File: src/rtl/truth_table_scanner_pkg.sv
// Shared definitions for the truth-table scanner: FSM encoding and table geometry.
package truth_table_scanner_pkg;

   localparam int N_INPUTS              = 3;
   localparam int N_ROWS                = 8;
   localparam int SETTLE_CYCLES_DEFAULT = 1;

   typedef enum logic [1:0] {
      ST_IDLE   = 2'd0,
      ST_SETTLE = 2'd1,
      ST_SAMPLE = 2'd2,
      ST_DONE   = 2'd3
   } state_t;

endpackage

File: src/rtl/truth_table_scanner_popcount8.sv
// Combinational population count of an 8-bit mask (result 0..8).
module popcount8 (
   input  logic [7:0] bits,
   output logic [3:0] count
);

   always_comb begin
      count = '0;
      for (int i = 0; i < 8; i++) begin
         count = count + {3'b000, bits[i]};
      end
   end

endmodule

File: src/rtl/truth_table_scanner.sv
// Walks {x,y,z} through all 8 rows, samples two implementations of a function
// and records minterms, maxterms and per-row disagreement.
//
// state  | meaning
// IDLE   | waiting for start; result registers hold the last scan
// SETTLE | row stimulus applied, counting down SETTLE_CYCLES
// SAMPLE | one cycle; s1/s2 captured into bit[row] on exit
// DONE   | one-cycle done pulse; ones/equal valid
module truth_table_scanner
   import truth_table_scanner_pkg::*;
#(
   parameter int SETTLE_CYCLES = SETTLE_CYCLES_DEFAULT   // legal range 1..15
) (
   input  logic       clk,
   input  logic       reset,
   input  logic       start,
   output logic       x,
   output logic       y,
   output logic       z,
   input  logic       s1,
   input  logic       s2,
   output logic       busy,
   output logic       done,
   output logic [7:0] minterms,
   output logic [7:0] maxterms,
   output logic [7:0] mismatch,
   output logic [3:0] ones,
   output logic       equal
);

   localparam logic [3:0]          SETTLE_LOAD = 4'(SETTLE_CYCLES - 1);
   localparam logic [N_INPUTS-1:0] LAST_ROW    = N_INPUTS'(N_ROWS - 1);

   state_t              state, state_nxt;
   logic [N_INPUTS-1:0] row;
   logic [3:0]          settle_cnt;
   logic [7:0]          minterms_nxt, maxterms_nxt, mismatch_nxt;
   logic [3:0]          ones_nxt;

   always_ff @(posedge clk or posedge reset) begin
      if (reset) state <= ST_IDLE;
      else       state <= state_nxt;
   end

   always_comb begin
      state_nxt = state;
      case (state)
         ST_IDLE:   if (start) state_nxt = ST_SETTLE;
         ST_SETTLE: if (settle_cnt == 4'd0) state_nxt = ST_SAMPLE;
         ST_SAMPLE: state_nxt = (row == LAST_ROW) ? ST_DONE : ST_SETTLE;
         ST_DONE:   state_nxt = ST_IDLE;
         default:   state_nxt = ST_IDLE;
      endcase
   end

   assign busy = (state == ST_SETTLE) || (state == ST_SAMPLE);
   assign done = (state == ST_DONE);
   assign {x, y, z} = row;

   // Masks as they will be after this edge; lets ones/equal be registered
   // on the same edge that writes the final row.
   always_comb begin
      minterms_nxt = minterms;
      maxterms_nxt = maxterms;
      mismatch_nxt = mismatch;
      if (state == ST_SAMPLE) begin
         minterms_nxt[row] = s1;
         maxterms_nxt[row] = ~s1;
         mismatch_nxt[row] = s1 ^ s2;
      end
   end

   popcount8 u_popcount8 (
      .bits  (minterms_nxt),
      .count (ones_nxt)
   );

   always_ff @(posedge clk or posedge reset) begin
      if (reset) begin
         row        <= '0;
         settle_cnt <= '0;
         minterms   <= '0;
         maxterms   <= '0;
         mismatch   <= '0;
         ones       <= '0;
         equal      <= 1'b0;
      end else begin
         case (state)
            ST_IDLE: begin
               if (start) begin
                  row        <= '0;
                  settle_cnt <= SETTLE_LOAD;
                  minterms   <= '0;
                  maxterms   <= '0;
                  mismatch   <= '0;
                  ones       <= '0;
                  equal      <= 1'b0;
               end
            end
            ST_SETTLE: begin
               if (settle_cnt != 4'd0) settle_cnt <= settle_cnt - 4'd1;
            end
            ST_SAMPLE: begin
               minterms <= minterms_nxt;
               maxterms <= maxterms_nxt;
               mismatch <= mismatch_nxt;
               if (row == LAST_ROW) begin
                  ones  <= ones_nxt;
                  equal <= (mismatch_nxt == 8'h00);
               end else begin
                  row        <= row + 1'b1;
                  settle_cnt <= SETTLE_LOAD;
               end
            end
            ST_DONE: begin
               row <= '0;
            end
            default: begin
               row <= '0;
            end
         endcase
      end
   end

endmodule

File: config.mk
export PLATFORM = sky130hd
export DESIGN_NAME = truth_table_scanner
export DESIGN_NICKNAME = d
export VERILOG_FILES = /design/src/rtl/truth_table_scanner_pkg.sv /design/src/rtl/truth_table_scanner_popcount8.sv /design/src/rtl/truth_table_scanner.sv
export SDC_FILE = /design/constraint.sdc
export NUM_CORES = 1
export LEC_CHECK = 0
export CAP_MARGIN = 40
export CORE_MARGIN = 2
export CORE_UTILIZATION = 58
export CTS_CLUSTER_SIZE = 10
export DETAILED_ROUTE_END_ITERATION = 10
export PLACE_DENSITY = 0.83
export SYNTH_ARGS = -nofsm -noshare
export SYNTH_HDL_FRONTEND = slang
export SYNTH_HIERARCHICAL = 1
export SYNTH_SLANG_ARGS = --single-unit
File: constraint.sdc
create_clock -name clk -period 10.7 [get_ports clk]
set_input_delay 1.07 -clock clk [delete_from_list [all_inputs] [get_ports clk]]
set_output_delay 1.07 -clock clk [all_outputs]
set_load 0.02 [all_outputs]
==> run summary <==
The flow ran to the end, and the final reports show no timing, DRC or antenna violations. The cell area after layout is 2940 um^2, and the worst-case reg-to-reg path depth is 14. Summed over its instances, the top area cell type makes up 38.7% of the synthesized netlist area.

The path with the worst hold slack has its endpoint at maxterms[1]. For this design the total switching power over the nets is 344 uW. Synthesis produced a netlist whose cell count is 266. The library cell occupying the most area in the post-synthesis netlist is sky130_fd_sc_hd__dfrtp_1.

The count of warnings emitted by yosys is 6, and the initial standard-cell utilization of the core is 61.0%. The logs give 321 for the net total in the final layout and 2 for the worst-case clock buffer depth. By count the netlist is led by sky130_fd_sc_hd__dfrtp_1, sky130_fd_sc_hd__inv_1, sky130_fd_sc_hd__nand2_1, sky130_fd_sc_hd__a21oi_1, sky130_fd_sc_hd__o21ai_0.

The category of the critical setup timing path was in -> reg. The internal power was 408 uW; the post-synthesis sequential element count was 38. For the max-slew violation total from the final report, the log shows 0. After synthesis, the cell types taking the most area are sky130_fd_sc_hd__dfrtp_1, sky130_fd_sc_hd__ha_1, sky130_fd_sc_hd__a21oi_1, sky130_fd_sc_hd__inv_1, sky130_fd_sc_hd__nand2_1.

Yosys mapped a number of flops with a built-in enable equal to 0. The finished layout holds 351 standard cells, fillers aside. The number of iterations in the first detailed-routing pass was 5; the final count of negative-setup-slack endpoints was 0. The worst setup path is launched from an input port. The tool flagged a number of max-cap violations equal to 0. The congestion estimate from routability-driven global placement came to 0.885.

The number of hold-slack violations in the final timing report is 0. The via density per instance is 6.22. Setup repair after global routing left no endpoint under its margin. Launching point of the worst reg2reg path: row[2]. After global routing the overflow that remains totals 0. During placement, the flow inserted port buffers numbering 38. The later pin in the worst-skew pair is clocked with a latency of 300 ps.

The signal arrival time at the worst endpoint was 4560 ps; the count of distinct cell types in the synthesized netlist was 52. Die area: 4770 um^2. The worst register-to-register path ends at ones[1]. Measured along the x axis, the die boundary spans 69.1 um. The run gives 0 ps as the setup TNS. The tools report the final routed DRC violation total as 0. At the pin with the least slew margin, the transition time is 647 ps. The placed wire-length estimate is 3.95 mm, and the global-route wire length before repair is 9.95 mm. The proportion of synthesized chip area in sequential cells came out at 38.7%. The leakage power of the design is 1.29 nW. Combinational logic burns 54.5% of the power. The clock network accounts for 16.9% of the total power. Net switching is 45.7% of the power.

Cell depth of the worst hold path: 1. The time the final worst path needs with I/O delays and setup works out to 4400 ps. In this run the core area contains 23 standard-cell rows.

The post-place instance area is 2830 um^2, and the number of buffers added for setup after CTS is 0. Entering global routing, the biggest net connects 39 pins. The instance count after placement with tap cells included was 343; the required time at the endpoint of the critical path was 10860 ps. The worst pin sits at a relative slew slack of 56.8%. Dividing the detail-routed wire length by the instance count gives 16.5 um. After floorplanning, the core was sized to cover 4030 um^2.

The logs give 0.228 GHz for the maximum clock frequency and 39 for the I/O pin count. The tools report the number of antenna violations at the first check in global routing as 0. The commonest register cell after synthesis was sky130_fd_sc_hd__dfrtp_1. The number of global-route vias before repair is 2047, and the maximum net fanout on the critical path is 8. The routed design has 5.80 mm of wire.

The worst-case IR drop observed on VDD is 0.213 mV. The startpoint identified for the worst hold timing path is maxterms[1]. The fraction of final layout cells with drive strength greater than 1 was 6.98%. The H-tree was split into 2 levels. The ratio of final minimum period to clock period is 41.1%.

The worst register-to-register path has a setup slack of 6670 ps. The final route contains 2182 vias. The min-delay analysis places its worst path in the category reg -> reg. TritonCTS built the clock tree.

The final worst clock skew is 9.77 ps. 0 antenna diodes ended up in the layout. The count of nets left with antenna violations after detail routing is 0, and the mean instance size in the synthesized netlist is 9.23 um^2. The clock slew at the register clock pins of the worst setup and hold paths works out to 90 ps. The design draws 751 uW. After synthesis the cells add up to 2460 um^2.

In the synthesized netlist the async set-or-reset flop fraction comes to 100%. STA classifies the critical path endpoint as a register. From synthesis to final layout, the design area changed by 19.7%.

The die height was 69.1 um. For the part of the power in registers, the log shows 28.6%. For the TritonCTS buffer count, the log shows 5. The total number of clock tree sinks came out at 38.

The tools report the CTS root buffer as sky130_fd_sc_hd__clkbuf_8. Number of DRC violations after detailed-routing iteration 0: 224. Synthesis produced a netlist with a net count of 287.

Yosys instantiated no cell more often than sky130_fd_sc_hd__dfrtp_1. The power per unit of standard cell area was 256 nW/um^2. Gates resized during post-CTS repair numbered 0. For this run, the total global-route usage over all layers was measured as 25.4%. For this design, the CTS-stage hold fixing added 0 buffers.
## state kept, by name, summed over array words and instances (netlist names)
signal and flops:
equal 1, maxterms 8, minterms 8, mismatch 8
ones 4, row 3, settle_cnt 4, state 2
## critical path: stages
cell and delay [ps]:
sky130_fd_sc_hd__clkdlybuf4s50_1 630, sky130_fd_sc_hd__inv_1 200, sky130_fd_sc_hd__or3_1 450, sky130_fd_sc_hd__nand2_1 100, sky130_fd_sc_hd__fa_1 420, sky130_fd_sc_hd__inv_1 90, sky130_fd_sc_hd__fa_1 420, sky130_fd_sc_hd__inv_1 70
sky130_fd_sc_hd__ha_1 170, sky130_fd_sc_hd__inv_1 60, sky130_fd_sc_hd__fa_1 480, sky130_fd_sc_hd__inv_1 50, sky130_fd_sc_hd__and3_1 160, sky130_fd_sc_hd__a21oi_1 110, sky130_fd_sc_hd__o21ai_0 100
## kinds of logic after synthesis
kind of cell	Yosys count	share of synthesized area, %
compound gates	87	23.6
xor+xnor	2	0.713
fa+ha+maj	16	9.37
buf+inv	41	7.84
flops	38	38.7
mux	5	2.19
simple gates	77	17.6
## final cells by class
class | count | area, um^2
inverters | 28 | 105
flip-flops and latches | 38 | 951
clock buffers | 5 | 68.8
fillers | 305 | 1090
clock inverters | 3 | 45.0
repair buffers | 40 | 395
multi-input cells | 187 | 1310
well taps | 50 | 62.6
## how the worst max path moves through the flow
| stage | startpoint | endpoint | slack [ps] | depth (start not counted) |
|---|---|---|---|---|
| floorplan | state[0] | ones[2] | 6990 | 16 |
| global placement | s1 | ones[1] | 6160 | 15 |
| detailed placement | s1 | ones[2] | 6070 | 15 |
| CTS | s1 | ones[1] | 6360 | 15 |
| global route | s1 | ones[1] | 6120 | 15 |
| finish | s1 | ones[1] | 6300 | 15 |
## metrics by stage
stage                     util, %  setup WS (ps)  hold slack (ps)
after floorplan                 -           6990              487
after global placement       70.2           6160              507
after detailed placement     70.2           6070              497
after CTS                    73.0           6360              519
after global routing         73.0           6120              532
final                        73.0           6300              515
## power by group through the flow
stage               clock network [mW]  logic [mW]  registers (mW)
floorplan                            0       0.279           0.227
global placement                     0       0.397           0.215
detailed placement                   0       0.403           0.216
CTS                              0.126       0.408           0.214
global route                     0.133       0.448           0.220
finish                           0.127       0.410           0.215
## metal layers
layer  global-route usage (%)  wire length, um
met4                     6.10               48
met5                        0                0
met2                     39.5             2760
met1                     36.8             2660
met3                     4.97              333
## cell usage in the layout, fill, tap and decap left out, types with 4 or more instances in the layout
master / synthesis / final
sky130_fd_sc_hd__ha_1: 12 / 12
sky130_fd_sc_hd__o21ai_0: 14 / 14
sky130_fd_sc_hd__nor2_1: 8 / 8
sky130_fd_sc_hd__nand2b_1: 4 / 4
sky130_fd_sc_hd__nand3_1: 4 / 4
sky130_fd_sc_hd__fa_1: 4 / 4
sky130_fd_sc_hd__a21oi_1: 22 / 22
sky130_fd_sc_hd__a221o_1: 6 / 6
sky130_fd_sc_hd__inv_1: 26 / 26
sky130_fd_sc_hd__and3_1: 5 / 5
sky130_fd_sc_hd__nor3_1: 7 / 7
sky130_fd_sc_hd__dfrtp_1: 38 / 38
sky130_fd_sc_hd__o2bb2ai_1: 4 / 4
sky130_fd_sc_hd__nand2_1: 25 / 25
sky130_fd_sc_hd__clkbuf_8: 0 / 5
sky130_fd_sc_hd__a22o_1: 4 / 4
sky130_fd_sc_hd__or3_1: 5 / 5
sky130_fd_sc_hd__clkdlybuf4s50_1: 0 / 38
sky130_fd_sc_hd__o22ai_1: 11 / 11
Note: power is estimated with default switching activity, not from simulation.
==> edit, RTL diff (config.mk and constraints unchanged) <==
Make the reset (`reset`) synchronous in 2 clocked blocks.
--- a/src/rtl/truth_table_scanner.sv
+++ b/src/rtl/truth_table_scanner.sv
@@ -39,3 +39,3 @@
 
-   always_ff @(posedge clk or posedge reset) begin
+   always_ff @(posedge clk) begin
       if (reset) state <= ST_IDLE;
@@ -77,3 +77,3 @@
 
-   always_ff @(posedge clk or posedge reset) begin
+   always_ff @(posedge clk) begin
       if (reset) begin
Behaviour: differs if reset is asserted again (counterexample within 4 cycles, from zero or initial values and one cycle with reset high); with reset held inactive, the same outputs for 10 cycles.
==> edit against the unedited design <==
  * Fmax rose by 6.6%
  * Area after synthesis down 9.3%
  * Clock skew is 0.0040 ns lower
  * Worst setup slack better by 0.27 ns
  * Synthesized cell count down 1.9%
  * Design area is 8.6% lower
  * Critical path depth unchanged
  * Routed wire length decreased by 15%
  * Register-to-register slack lost 0.09 ns
  * Count of clock-buffer cells in the layout up 2
  * Sequential cell count unchanged
  * Non-clock buffer count did not move
Power is not compared: it rests on default switching activity, and its combinational part moved more than twofold at a synthesized area within 25%.
==> edit: results <==
[final_layout]
fill_cells = 307
drive_above_1_share = 0.0853
nets = 313

[critical_path]
cpMaxStageDelayCell = ha_1
path_max_fanout = 22
slowest_delay_ns = 0.68

[yosys]
ys_top_cells_by_count = 38 x dfxtp_1, 37 x nor2_1, 20 x nand2_1, 19 x a21oi_1, 17 x inv_1
synthAdderAreaFrac = 0.103
yosysSeqAreaShare = 0.341
synth.area.top_cells = dfxtp_1 34%, ha_1 6.7%, nor2_1 6.2%, a22oi_1 5.4%, a21oi_1 4.3%
syn_nets = 282
yosysUniqueCellTypes = 51
ys_async_sr_fraction = 0
synth_compound_area_frac = 0.199
synth-xor-area-share = 0.0157
synthMuxAreaShare = 0.0494

[hold_path]
hp-class = reg -> reg

[global_routing]
grt_use_total = 0.246
grt_pass1_vias = 1797
grt_pass1_wl_um = 8330

[place]
hpwl_um = 3370
gp_congestion = 0.861

[sta]
maxSlewHeadroom = 0.447

[drt]
dr_total_vias = 1978
routed_wl_um = 4910
drt_pass1_iterations = 4
drt-initial-drc-count = 151

[clock_tree]
clkTransAtPathRegs_ns = 0.07

[floorplanning]
row_count = 22

[run_status]
status = finished clean
-- edit: layout make-up --
cell class              count  area [sq um]  area share
repair buffers             40           395       0.147
clock buffers               7          86.3      0.0321
well taps                  48          60.1      0.0223
clock inverters             1          5.00     0.00186
inverters                  18          67.6      0.0251
multi-input cells         189          1310       0.488
flip-flops and latches     38           761       0.283
-- edit: cell families (layout without fill, tap and decap cells) --
| logic type | Yosys count | count (layout) |
|---|---|---|
| fa+ha+maj | 16 | 16 |
| xor+xnor | 4 | 4 |
| mux | 10 | 10 |
| simple gates | 96 | 96 |
| buf+inv | 34 | 66 |
| compound gates | 63 | 63 |
| flops | 38 | 38 |
-- edit: power groups by stage --
| stage | Combinational (mW) | Sequential, mW | Clock (mW) |
|---|---|---|---|
| 4_1_cts | 0.193 | 0.169 | 0.103 |
| 3_3_place_gp | 0.187 | 0.172 | 0 |
| 6_report | 0.194 | 0.169 | 0.101 |
| 5_1_grt | 0.216 | 0.172 | 0.109 |
| 3_5_place_dp | 0.192 | 0.172 | 0 |
| 2_1_floorplan | 0.153 | 0.168 | 0 |
-- edit: worst paths after layout --
path | startpoint | slack [ns] | cells past startpoint | to
max | state[0] | 6.58 | 15 | ones[1]
min | maxterms[2] | 0.45 | 2 | maxterms[2]
max reg2reg | state[0] | 6.58 | 15 | ones[1]
min reg2reg | maxterms[2] | 0.45 | 2 | maxterms[2]
-- edit: worst reg2reg max path, cell delays in order, from the launching register on --
cell and delay, ns:
dfxtp_1 0.37, inv_1 0.12, ha_1 0.68, nand2_1 0.23, nor2_1 0.26, mux2_2 0.38, fa_1 0.48, inv_1 0.05
fa_1 0.42, inv_1 0.06, ha_1 0.16, inv_1 0.06, fa_1 0.48, inv_1 0.04, a22oi_1 0.16, nor2_1 0.05
-- edit: routing by layer --
layer  wire length (um)  up-vias  track usage
met4                 36        0       0.0995
met3                202        4       0.0375
li1                   -      990            -
met2               2350       50        0.393
met1               2320      934        0.335
met5                  0        -            0
-- edit: stage by stage --
stage / cells / worst slack (ns) / power (mW) / area (sq um)
after global placement: 333 / 6.46 / 0.358 / 2600
after floorplan: 261 / 7.11 / 0.320 / 2230
after CTS: 341 / 6.61 / 0.466 / 2690
final: 341 / 6.58 / 0.464 / 2690
after global routing: 341 / 6.30 / 0.498 / 2690
after detailed placement: 333 / 6.38 / 0.364 / 2600
